==> src/rtl/tm1638_pkg.sv <==
// Shared TM1638 constants: bus command bytes, reader state encoding and key decode helper.
package tm1638_pkg;

  localparam logic [7:0] CMD_DATA_WRITE_AUTO  = 8'h40;
  localparam logic [7:0] CMD_DATA_WRITE_FIXED = 8'h44;
  localparam logic [7:0] CMD_READ_KEYS        = 8'h42;
  localparam logic [7:0] CMD_ADDR_BASE        = 8'hC0;
  localparam logic [7:0] CMD_DISPLAY_ON       = 8'h88;

  localparam int unsigned CMD_BITS  = 8;
  localparam int unsigned READ_BITS = 32;

  localparam int unsigned STATE_W = 3;
  localparam logic [STATE_W-1:0] StIdle  = 3'd0;
  localparam logic [STATE_W-1:0] StSetup = 3'd1;
  localparam logic [STATE_W-1:0] StCmd   = 3'd2;
  localparam logic [STATE_W-1:0] StWait  = 3'd3;
  localparam logic [STATE_W-1:0] StRead  = 3'd4;

  // Each scan byte carries two keys, on bits 0 and 4.
  function automatic logic [7:0] decode_keys(input logic [READ_BITS-1:0] raw);
    logic [7:0] keys;
    keys = '0;
    for (int j = 0; j < 4; j++) begin
      keys[j]   = raw[8*j];
      keys[j+4] = raw[8*j+4];
    end
    return keys;
  endfunction

endpackage

==> src/rtl/tm1638_key_reader_if.sv <==
// Request/result handshake and TM1638 pad signals of the key reader.
interface tm1638_key_reader_if;
  logic        start;
  logic        busy;
  logic        done;
  logic        changed;
  logic [7:0]  keys;
  logic [31:0] raw;
  logic        tm_stb;
  logic        tm_clk;
  logic        dio_out;
  logic        dio_oe;
  logic        dio_in;

  modport slave (
    input  start, dio_in,
    output busy, done, changed, keys, raw, tm_stb, tm_clk, dio_out, dio_oe
  );

  modport master (
    output start, dio_in,
    input  busy, done, changed, keys, raw, tm_stb, tm_clk, dio_out, dio_oe
  );
endinterface

==> src/rtl/tm1638_half_tick.sv <==
// One-cycle pulse every CLK_DIV enabled cycles; marks a serial half-period boundary.
module tm1638_half_tick #(
  parameter int unsigned CLK_DIV = 25
) (
  input  logic clk_i,
  input  logic rst_ni,
  input  logic en_i,
  input  logic clr_i,
  output logic tick_o
);

  localparam int unsigned CntW = $clog2(CLK_DIV);
  localparam logic [CntW-1:0] CntMax = CntW'(CLK_DIV - 1);

  logic [CntW-1:0] cnt_q, cnt_d;

  always_comb begin
    cnt_d = cnt_q;
    if (clr_i) begin
      cnt_d = '0;
    end else if (en_i) begin
      cnt_d = (cnt_q == CntMax) ? '0 : cnt_q + CntW'(1);
    end
  end

  assign tick_o = en_i && !clr_i && (cnt_q == CntMax);

  always_ff @(posedge clk_i or negedge rst_ni) begin
    if (!rst_ni) begin
      cnt_q <= '0;
    end else begin
      cnt_q <= cnt_d;
    end
  end

endmodule

==> src/rtl/tm1638_key_reader.sv <==
// TM1638 key scan: sends the read-keys command, clocks in four scan bytes, publishes keys.
module tm1638_key_reader #(
  parameter int unsigned CLK_DIV   = 25,
  parameter int unsigned WAIT_HALF = 2
) (
  input  logic                 clk_50M,
  input  logic                 rst_n,
  tm1638_key_reader_if.slave   bus
);

  import tm1638_pkg::*;

  localparam int unsigned WaitW = $clog2(WAIT_HALF + 1);

  logic [STATE_W-1:0]   state_q, state_d;
  logic                 busy_q, busy_d;
  logic                 done_q, done_d;
  logic                 changed_q, changed_d;
  logic [7:0]           keys_q, keys_d;
  logic [READ_BITS-1:0] raw_q, raw_d;
  logic [READ_BITS-1:0] shift_q, shift_d;
  logic                 stb_q, stb_d;
  logic                 sclk_q, sclk_d;
  logic                 oe_q, oe_d;
  logic                 dout_q, dout_d;
  logic [5:0]           bit_q, bit_d;
  logic [WaitW-1:0]     wait_q, wait_d;

  logic accept;
  logic tick;
  logic [7:0] new_keys;

  assign accept   = (state_q == StIdle) && bus.start;
  assign new_keys = decode_keys(shift_q);

  tm1638_half_tick #(
    .CLK_DIV (CLK_DIV)
  ) u_half_tick (
    .clk_i  (clk_50M),
    .rst_ni (rst_n),
    .en_i   (busy_q),
    .clr_i  (accept),
    .tick_o (tick)
  );

  always_comb begin
    state_d   = state_q;
    busy_d    = busy_q;
    done_d    = 1'b0;
    changed_d = changed_q;
    keys_d    = keys_q;
    raw_d     = raw_q;
    shift_d   = shift_q;
    stb_d     = stb_q;
    sclk_d    = sclk_q;
    oe_d      = oe_q;
    dout_d    = dout_q;
    bit_d     = bit_q;
    wait_d    = wait_q;

    case (state_q)
      StIdle: begin
        if (bus.start) begin
          state_d = StSetup;
          busy_d  = 1'b1;
          stb_d   = 1'b0;
          oe_d    = 1'b1;
          dout_d  = 1'b1;
          sclk_d  = 1'b1;
        end
      end
      StSetup: begin
        if (tick) begin
          state_d = StCmd;
          sclk_d  = 1'b0;
          dout_d  = CMD_READ_KEYS[0];
          bit_d   = '0;
        end
      end
      StCmd: begin
        if (tick) begin
          if (!sclk_q) begin
            sclk_d = 1'b1;
          end else if (bit_q == 6'(CMD_BITS - 1)) begin
            // Hand DIO to the chip for the Twait gap and the scan bytes.
            state_d = StWait;
            oe_d    = 1'b0;
            dout_d  = 1'b1;
            wait_d  = WaitW'(1);
          end else begin
            bit_d  = bit_q + 6'd1;
            sclk_d = 1'b0;
            dout_d = CMD_READ_KEYS[bit_q[2:0] + 3'd1];
          end
        end
      end
      StWait: begin
        if (tick) begin
          if (wait_q == WaitW'(WAIT_HALF)) begin
            state_d = StRead;
            sclk_d  = 1'b0;
            bit_d   = '0;
          end else begin
            wait_d = wait_q + WaitW'(1);
          end
        end
      end
      StRead: begin
        if (tick) begin
          if (!sclk_q) begin
            sclk_d  = 1'b1;
            shift_d = {bus.dio_in, shift_q[READ_BITS-1:1]};
            bit_d   = bit_q + 6'd1;
          end else if (bit_q == 6'(READ_BITS)) begin
            state_d   = StIdle;
            stb_d     = 1'b1;
            busy_d    = 1'b0;
            done_d    = 1'b1;
            raw_d     = shift_q;
            keys_d    = new_keys;
            changed_d = (new_keys != keys_q);
          end else begin
            sclk_d = 1'b0;
          end
        end
      end
      default: begin
        state_d = StIdle;
      end
    endcase
  end

  always_ff @(posedge clk_50M or negedge rst_n) begin
    if (!rst_n) begin
      state_q   <= StIdle;
      busy_q    <= 1'b0;
      done_q    <= 1'b0;
      changed_q <= 1'b0;
      keys_q    <= '0;
      raw_q     <= '0;
      shift_q   <= '0;
      stb_q     <= 1'b1;
      sclk_q    <= 1'b1;
      oe_q      <= 1'b0;
      dout_q    <= 1'b1;
      bit_q     <= '0;
      wait_q    <= '0;
    end else begin
      state_q   <= state_d;
      busy_q    <= busy_d;
      done_q    <= done_d;
      changed_q <= changed_d;
      keys_q    <= keys_d;
      raw_q     <= raw_d;
      shift_q   <= shift_d;
      stb_q     <= stb_d;
      sclk_q    <= sclk_d;
      oe_q      <= oe_d;
      dout_q    <= dout_d;
      bit_q     <= bit_d;
      wait_q    <= wait_d;
    end
  end

  assign bus.busy    = busy_q;
  assign bus.done    = done_q;
  assign bus.changed = changed_q;
  assign bus.keys    = keys_q;
  assign bus.raw     = raw_q;
  assign bus.tm_stb  = stb_q;
  assign bus.tm_clk  = sclk_q;
  assign bus.dio_out = dout_q;
  assign bus.dio_oe  = oe_q;

endmodule
==> src/flat_wrapper.sv <==
// flat-port wrapper written by rule: the top's interface ports become plain ports
module tm1638_key_reader_flat import tm1638_pkg::*;
#(
  parameter int unsigned CLK_DIV   = 25,
  parameter int unsigned WAIT_HALF = 2
)
  (clk_50M, rst_n, bus_start, bus_dio_in, bus_busy, bus_done, bus_changed, bus_keys, bus_raw, bus_tm_stb, bus_tm_clk, bus_dio_out, bus_dio_oe);
  tm1638_key_reader_if bus_i ();
  input  logic clk_50M;
  input  logic rst_n;
  input wire logic [$bits(bus_i.start)-1:0] bus_start;
  input wire logic [$bits(bus_i.dio_in)-1:0] bus_dio_in;
  output wire logic [$bits(bus_i.busy)-1:0] bus_busy;
  output wire logic [$bits(bus_i.done)-1:0] bus_done;
  output wire logic [$bits(bus_i.changed)-1:0] bus_changed;
  output wire logic [$bits(bus_i.keys)-1:0] bus_keys;
  output wire logic [$bits(bus_i.raw)-1:0] bus_raw;
  output wire logic [$bits(bus_i.tm_stb)-1:0] bus_tm_stb;
  output wire logic [$bits(bus_i.tm_clk)-1:0] bus_tm_clk;
  output wire logic [$bits(bus_i.dio_out)-1:0] bus_dio_out;
  output wire logic [$bits(bus_i.dio_oe)-1:0] bus_dio_oe;
  assign bus_i.start = bus_start;
  assign bus_i.dio_in = bus_dio_in;
  assign bus_busy = bus_i.busy;
  assign bus_done = bus_i.done;
  assign bus_changed = bus_i.changed;
  assign bus_keys = bus_i.keys;
  assign bus_raw = bus_i.raw;
  assign bus_tm_stb = bus_i.tm_stb;
  assign bus_tm_clk = bus_i.tm_clk;
  assign bus_dio_out = bus_i.dio_out;
  assign bus_dio_oe = bus_i.dio_oe;
  tm1638_key_reader #(.CLK_DIV(CLK_DIV), .WAIT_HALF(WAIT_HALF)) u_core (.clk_50M(clk_50M), .rst_n(rst_n), .bus(bus_i));
endmodule
==> config.mk <==
export PLATFORM = sky130hd
export DESIGN_NAME = tm1638_key_reader_flat
export DESIGN_NICKNAME = d
export VERILOG_FILES = /design/src/rtl/tm1638_pkg.sv /design/src/rtl/tm1638_key_reader_if.sv /design/src/rtl/tm1638_half_tick.sv /design/src/rtl/tm1638_key_reader.sv /design/src/flat_wrapper.sv
export SDC_FILE = /design/constraint.sdc
export NUM_CORES = 1
export LEC_CHECK = 0
export BUFFER_PORTS_ARGS = -buffer_cell sky130_fd_sc_hd__buf_2
export CAP_MARGIN = 0
export CORE_MARGIN = 1.5
export CORE_UTILIZATION = 30
export DETAILED_ROUTE_END_ITERATION = 7
export GPL_TIMING_DRIVEN = 0
export PLACE_DENSITY = 0.59
export SLEW_MARGIN = 15
export SYNTH_ARGS = -nofsm -noshare
export SYNTH_HDL_FRONTEND = slang
export SYNTH_SLANG_ARGS = --single-unit
==> constraint.sdc <==
create_clock -name clk_50M -period 2.5 [get_ports clk_50M]
set_input_delay 0.75 -clock clk_50M [delete_from_list [all_inputs] [get_ports clk_50M]]
set_output_delay 0.75 -clock clk_50M [all_outputs]
set_load 0.1 [all_outputs]
==> results.ini, run 1 <==
[yosys]
synth_edf_count=0
ys_seq_area_share_pct=55.0
synth-main-ff-cell=dfrtp_1
syn_avg_cell_area_sq_um=12.9
ys_types=53
ys_ff_latch=87
synthCells=307
synth_area_sq_um=3960
synth_fp_nets=317
synthArstFlopShare_pct=100
synth_warnings=0

[power]
switching_power_mw=0.607
p_comb_share_pct=1.3
share_seq_of_total_power_pct=52.1
ir_drop_mv=0.295
p_int_mw=2.10
power.density_nw_per_um2=567
p_clk_share_pct=46.6
switching_share_pct=22.4
p_leak_nw=2.50

[sta]
min_period_ns=2.30
drv_slew=0
skew_ns=0.00658
worstMarginPinSlew_ns=0.496
rsz0062_at_grt=no
fmax_mhz=435
whs_ns=0.352
relSlewSlack_pct=66.7
fin_crit_sh_pct=92.0
setup_viol=0
hold_viol_final=0

[global_route]
groute.usage.overall_pct=11.7
grt_pass1_wl_um=13100
grt_pass1_vias=2587
grt-ovfl-total=0
antenna_found_initial=0
grt_max_degree=57

[floorplanning]
die-area_sq_um=13900
fp-row-count=41
die_w_um=118
start_util_pct=31.0
die_h_um=118
io_pins=51
core_region_area_sq_um=12800

[clocking]
cts_sinks=87
clockBufferDepth=2
ctsResizeCount=0
path_clk_slew_ns=0.07
cts_tree=done
cts_buffers=9
clk_latency_ns=0.33
htree_levels=3
ctsRootBufferMaster=clkbuf_16
hold_buffers=0

[worst_setup_path]
arrival_ns=2.51
r2r-start=u_core.u_half_tick.cnt_q[0]$_DFFE_PN0P_
rr_worst_depth=8
reg2reg_slack_ns=0.20
cp_max_fo=10
crit_chain=inv_1 -> ha_1 -> and4b_1 -> nand2_1 -> nor3_4 -> buf_12 -> buf_6 -> mux2_1
worstSetupPathType=reg2reg
crit_start=u_core.u_half_tick.cnt_q[0]$_DFFE_PN0P_
crit_path_end_kind=register
r2r_end=u_core.bus.raw[14]$_DFFE_PN0P_
cp_slowest_stage_delay_ns=0.41
cp-start-kind=register
path_buf_inv=3
required_ns=2.71
crit_slowest_cell=dfrtp_1
cpLargestDelayFamily=simple AND/OR/NAND/NOR gates

[cells_and_area]
diodes=0
area_delta_synth_final_pct=20.4
nets=382
fillers=1261
drive_gt1_share_pct=34.8
fin_cells=548

[routing]
vias=2631
wl_um=7540
drt_iter0_drc=147
first_pass_iters=4
drc=0
final_antenna_net_count=0
via_per_inst=4.80
wire_per_inst_um=13.8

[place]
dp_cells=530
port_buffers=50
hpwl_um=5300
place.gp.congestion=0.842

[status]
status=finished, final reports clean

[job]
maxCapViolCount=0

[worst_hold_path]
hold_class=in2async

-- layout by cell type, fill, tap and decap left out, types with 3 or more instances in the layout --
master      n
nor2_1     10
nand2_1     9
dfrtp_1    84
o21bai_1    3
a31oi_1     3
nor2b_1     3
xor2_1      8
mux2_1     28
dfstp_2     3
mux2_2     38
a21oi_1     8
buf_6       3
nor3_1      7
buf_2      54
buf_4      11
o21ai_0     3
clkbuf_16   9
o211ai_1    3
ha_1        6
inv_1      11
mux2i_1     6
nand3_1    11
nor4_1      3
clkbuf_1    5
-- layer usage --
metal,vias to the layer above,global-route usage (%),routed length [um]
met3,10,2.96,388
met2,75,18.5,3560
met5,-,0,0
met1,1301,15.7,3500
met4,0,3.66,92
li1,1245,-,-
-- state kept, by name (all words and copies together) (netlist names) --
register and cells:
u_core.bus.dio_out 1, u_core.u_half_tick.cnt_q 5, u_core.bus.dio_oe 1, u_core.bus.raw 32
u_core.bus.tm_clk 1, u_core.wait_q 2, u_core.bus.done 1, u_core.bus.tm_stb 1
u_core.bus.busy 1, u_core.state_q 3, u_core.shift_q 32, u_core.bus.changed 1
u_core.bit_q 6
-- cells in the mapped netlist (5+ instances only) --
master,n,share of area (%)
a21oi_1,8,1.0
buf_2,5,0.63
buf_4,8,1.5
clkbuf_1,5,0.47
dfrtp_1,84,53
ha_1,6,1.9
inv_1,11,1.0
mux2_1,28,8.0
mux2_2,38,11
mux2i_1,6,1.5
nand2_1,9,0.85
nand3_1,11,1.4
nor2_1,10,0.95
nor3_1,7,0.88
xor2_1,8,1.8
-- final cells by class --
cell class              instances  area, sq um  area share [%]
multi-input cells             188         1600            33.6
repair buffers                 54          315            6.61
clock buffers                   9          225            4.72
inverters                      11         41.3           0.865
well taps                     172          215            4.51
clock inverters                 6         52.6            1.10
plain buffers                  21          138            2.88
flip-flops and latches         87         2180            45.7
-- cells by family (layout without fill, tap and decap cells) --
group,after synthesis,count (layout),share of synthesized area [%]
flops,87,87,55.0
mux,72,72,20.3
simple gates,58,58,8.40
compound gates,42,42,7.70
buf+inv,32,101,4.51
xor+xnor,10,10,2.21
fa+ha+maj,6,6,1.89
-- stage by stage --
stage	cell area [sq um]	setup TNS (ns)	setup WS, ns	power [mW]	util (%)
after floorplan	3960	0	0.118	1.44	-
after global placement	4430	-4.59	-0.0618	1.47	34.7
after detailed placement	4460	0	0.130	1.47	34.9
after CTS	4740	0	0.118	2.75	37.1
after global routing	4770	0	0.0772	2.83	37.4
final	4770	0	0.200	2.71	37.4
-- worst max-delay path by stage --
stage / end / slack, ns / cells past startpoint
floorplan: u_core.bus.raw[12]$_DFFE_PN0P_ / 0.12 / 5
global placement: u_core.wait_q[1]$_DFFE_PN0P_ / -0.06 / 1
detailed placement: u_core.bus.raw[9]$_DFFE_PN0P_ / 0.13 / 7
CTS: u_core.bus.raw[9]$_DFFE_PN0P_ / 0.12 / 7
global route: u_core.bus.raw[26]$_DFFE_PN0P_ / 0.08 / 8
finish: u_core.bus.raw[14]$_DFFE_PN0P_ / 0.20 / 8
-- what timing repair did --
item,CTS,global route
endpoints found under the hold margin,0,0
setup buffers,0,3
setup endpoints to repair,0,28
-- power groups by stage --
stage / sequential (mW) / combinational (mW) / clock (mW)
floorplan: 1.44 / 0.00113 / 0
global placement: 1.44 / 0.0322 / 0
detailed placement: 1.44 / 0.0395 / 0
CTS: 1.41 / 0.0395 / 1.31
global route: 1.41 / 0.0431 / 1.38
finish: 1.41 / 0.0362 / 1.26
Power figures use the tool's default switching activity.
==> run 2, diff against run 1 <==
- RECOVER_POWER: unset -> 25
- SYNTH_HIERARCHICAL: unset -> 1
==> results.ini, run 2 <==
[global_route]
grt-ovfl-total=0
grt_max_degree=62
grt_pass1_wl_um=13400
antenna_found_initial=0
grt_pass1_vias=2582
groute.usage.overall_pct=11.4

[worst_setup_path]
reg2reg_slack_ns=0.15
rr_worst_depth=8
cp_max_fo=10
path_buf_inv=2
cp_slowest_stage_delay_ns=0.43
crit_chain=buf_6 -> nor4b_4 -> nor3b_2 -> clkbuf_2 -> or3b_1 -> and2_1 -> o22a_1 -> a41o_1
required_ns=2.72
r2r-start=u_core/state_q[0]$_DFFE_PN0P_
cp-start-kind=register
crit_path_end_kind=register
crit_slowest_cell=dfrtp_1
worstSetupPathType=reg2reg
cpLargestDelayFamily=simple AND/OR/NAND/NOR gates
arrival_ns=2.57
r2r_end=u_core/state_q[2]$_DFFE_PN0P_

[cells_and_area]
final_common_cell=dfrtp_1
drive_gt1_share_pct=45.8
nets=394
largest_reg_flops=32
final_area_sq_um=5030
utilization_pct=36.6
area_delta_synth_final_pct=19.4
diodes=0
mostFrequentLayoutCells=83 x dfrtp_1, 50 x buf_2, 41 x mux2_2, 26 x mux2_4, 14 x buf_4
regMostFlops=u_core/shift_q

[sta]
fin_crit_sh_pct=94.1
skew_ns=0.00635
setup_ws_ns=0.148
min_period_ns=2.35
hold_viol_final=0
rsz0062_at_grt=yes
worstMarginPinSlew_ns=1.50
relSlewSlack_pct=-0.329
drv_slew=27
whs_ns=0.489
setup_viol=0
fmax_mhz=425

[yosys]
ys_ff_latch=87
synth-xor-area-share_pct=2.08
syn_avg_cell_area_sq_um=13.2
synth_edf_count=0
synth.most_common_cell=dfrtp_1
synth_common_cells=84 x dfrtp_1, 41 x mux2_2, 26 x mux2_4
synth_warnings=6
yosys.area.top_type=dfrtp_1
synthTopCellsByArea=dfrtp_1 50%, mux2_2 11%, mux2_4 9.3%, buf_6 2.1%, buf_4 2.0%
synthSimpleGateAreaFrac_pct=9.88
synthArstFlopShare_pct=100
yosys-mux-area-fraction_pct=20.7
synth-main-ff-cell=dfrtp_1
synth_compound_area_share_pct=8.31
synth_fa_ha_area_share_pct=1.78
synth_top_area_share_pct=49.9
synth_top_family_by_area=multiplexers
ys_seq_area_share_pct=51.7
synthCells=319
synth_area_sq_um=4220
synth_fp_nets=329
ys_types=58

[status]
violations=capacitance limit, slew limit
status=finished, violations left

[clocking]
cts_tree=done
ctsRootBufferMaster=clkbuf_16
path_clk_slew_ns=0.06
cts_buffers=9
cts_sinks=87
htree_levels=3
clk_latency_ns=0.33
hold_buffers=0
clockBufferDepth=2

[power]
share_seq_of_total_power_pct=40.2
p_clk_share_pct=30.3
switching_share_pct=35.7
switching_power_mw=1.49
p_comb_share_pct=29.5
ir_drop_mv=0.383
report.power.total_mw=4.16
power.density_nw_per_um2=826
p_leak_nw=2.55
p_int_mw=2.67

[routing]
wl_met3_um=232
wl_met2_um=3740
wl_met1_um=4060
vias=2698
drc=0
first_pass_iters=4
wire_per_inst_um=14.3
top_layer=met4
final_antenna_net_count=0
via_per_inst=4.74
wl_um=8150
drt_iter0_drc=77

[worst_hold_path]
hold_end=u_core/bus.changed$_DFFE_PN0P_
holdPathStages=2
worstHoldStart=u_core/bus.changed$_DFFE_PN0P_
hold_class=reg2reg

[floorplanning]
die_w_um=122
core_region_area_sq_um=13800
die_h_um=122
fp-row-count=43
die-area_sq_um=14800
io_pins=51
start_util_pct=30.6

[job]
maxCapViolCount=1

[place]
place.gp.congestion=0.786
port_buffers=50
hpwl_um=5620
dpl_cell_area_sq_um=4740
post-place-ws_ns=-0.337

==> run 2: cell types whose count changed in the layout (fill, tap and decap cells not counted), sizes merged, moves of 4 or more <==
cell    delta
a21oi      +4
mux2i      -4
nand2      +4
nand2b     +6
nand3      -6
nor3       -4
xnor2      +7
xor2       -7
==> run 2: how the worst max path moves through the flow <==
stage,cells past startpoint,endpoint,start
2_1_floorplan,7,u_core/state_q[2]$_DFFE_PN0P_,bus_start
3_3_place_gp,8,u_core/state_q[2]$_DFFE_PN0P_,bus_start
3_5_place_dp,8,u_core/state_q[2]$_DFFE_PN0P_,bus_start
4_1_cts,9,u_core/shift_q[26]$_DFFE_PN0P_,u_core/u_half_tick/cnt_q[0]$_DFFE_PN0P_
5_1_grt,9,u_core/shift_q[24]$_DFFE_PN0P_,u_core/u_half_tick/cnt_q[0]$_DFFE_PN0P_
6_report,8,u_core/state_q[2]$_DFFE_PN0P_,u_core/state_q[0]$_DFFE_PN0P_
==> run 2: area by class of cell <==
class,instances,area (sq um)
clock buffer,10,229
inverter,11,41.3
timing repair buffer,54,283
clock inverter,6,52.6
buffer,24,194
fill,1350,8740
multi-input combinational,197,1830
tap,180,225
sequential,87,2180
==> run 2: logic make-up (layout without fill, tap and decap cells) <==
family | Yosys count | in the layout
compound gates | 47 | 47
xor+xnor | 10 | 10
buf+inv | 35 | 105
flops | 87 | 87
mux | 69 | 69
simple gates | 65 | 65
fa+ha+maj | 6 | 6
==> run 2: timing repair <==
| action | CTS | global route |
|---|---|---|
| hold endpoints to repair | 0 | 0 |
| endpoints found under the setup margin | 32 | 65 |
| pin swaps | 1 | 3 |
| resized for setup | 1 | 4 |
| setup buffers | 1 | 2 |
| cloned | 0 | 0 |
==> run 2: per-stage QoR <==
stage          cells  setup TNS [ns]
2_1_floorplan    319               0
3_3_place_gp     549          -11.47
3_5_place_dp     550           -6.68
4_1_cts          567               0
5_1_grt          569          -0.443
6_report         569               0
==> run 2: power groups by stage <==
stage / Clock [mW] / Sequential, mW / Combinational [mW]
2_1_floorplan: 0 / 1.87 / 0.776
3_3_place_gp: 0 / 1.69 / 1.18
3_5_place_dp: 0 / 1.70 / 1.21
4_1_cts: 1.31 / 1.67 / 1.23
5_1_grt: 1.37 / 1.70 / 1.35
6_report: 1.26 / 1.67 / 1.23
==> run 2: per-layer routing <==
| layer | GRT usage [%] | up-vias |
|---|---|---|
| met5 | 0 | - |
| li1 | - | 1280 |
| met1 | 16.4 | 1363 |
| met2 | 17.0 | 44 |
| met3 | 1.92 | 11 |
| met4 | 4.93 | 0 |
==> run 2: worst reg2reg max path, cell delays in order (launching register included) <==
cell and delay, ns:
dfrtp_1 0.43, buf_6 0.17, nor4b_4 0.31, nor3b_2 0.10
clkbuf_2 0.21, or3b_1 0.40, and2_1 0.17, o22a_1 0.23
a41o_1 0.23
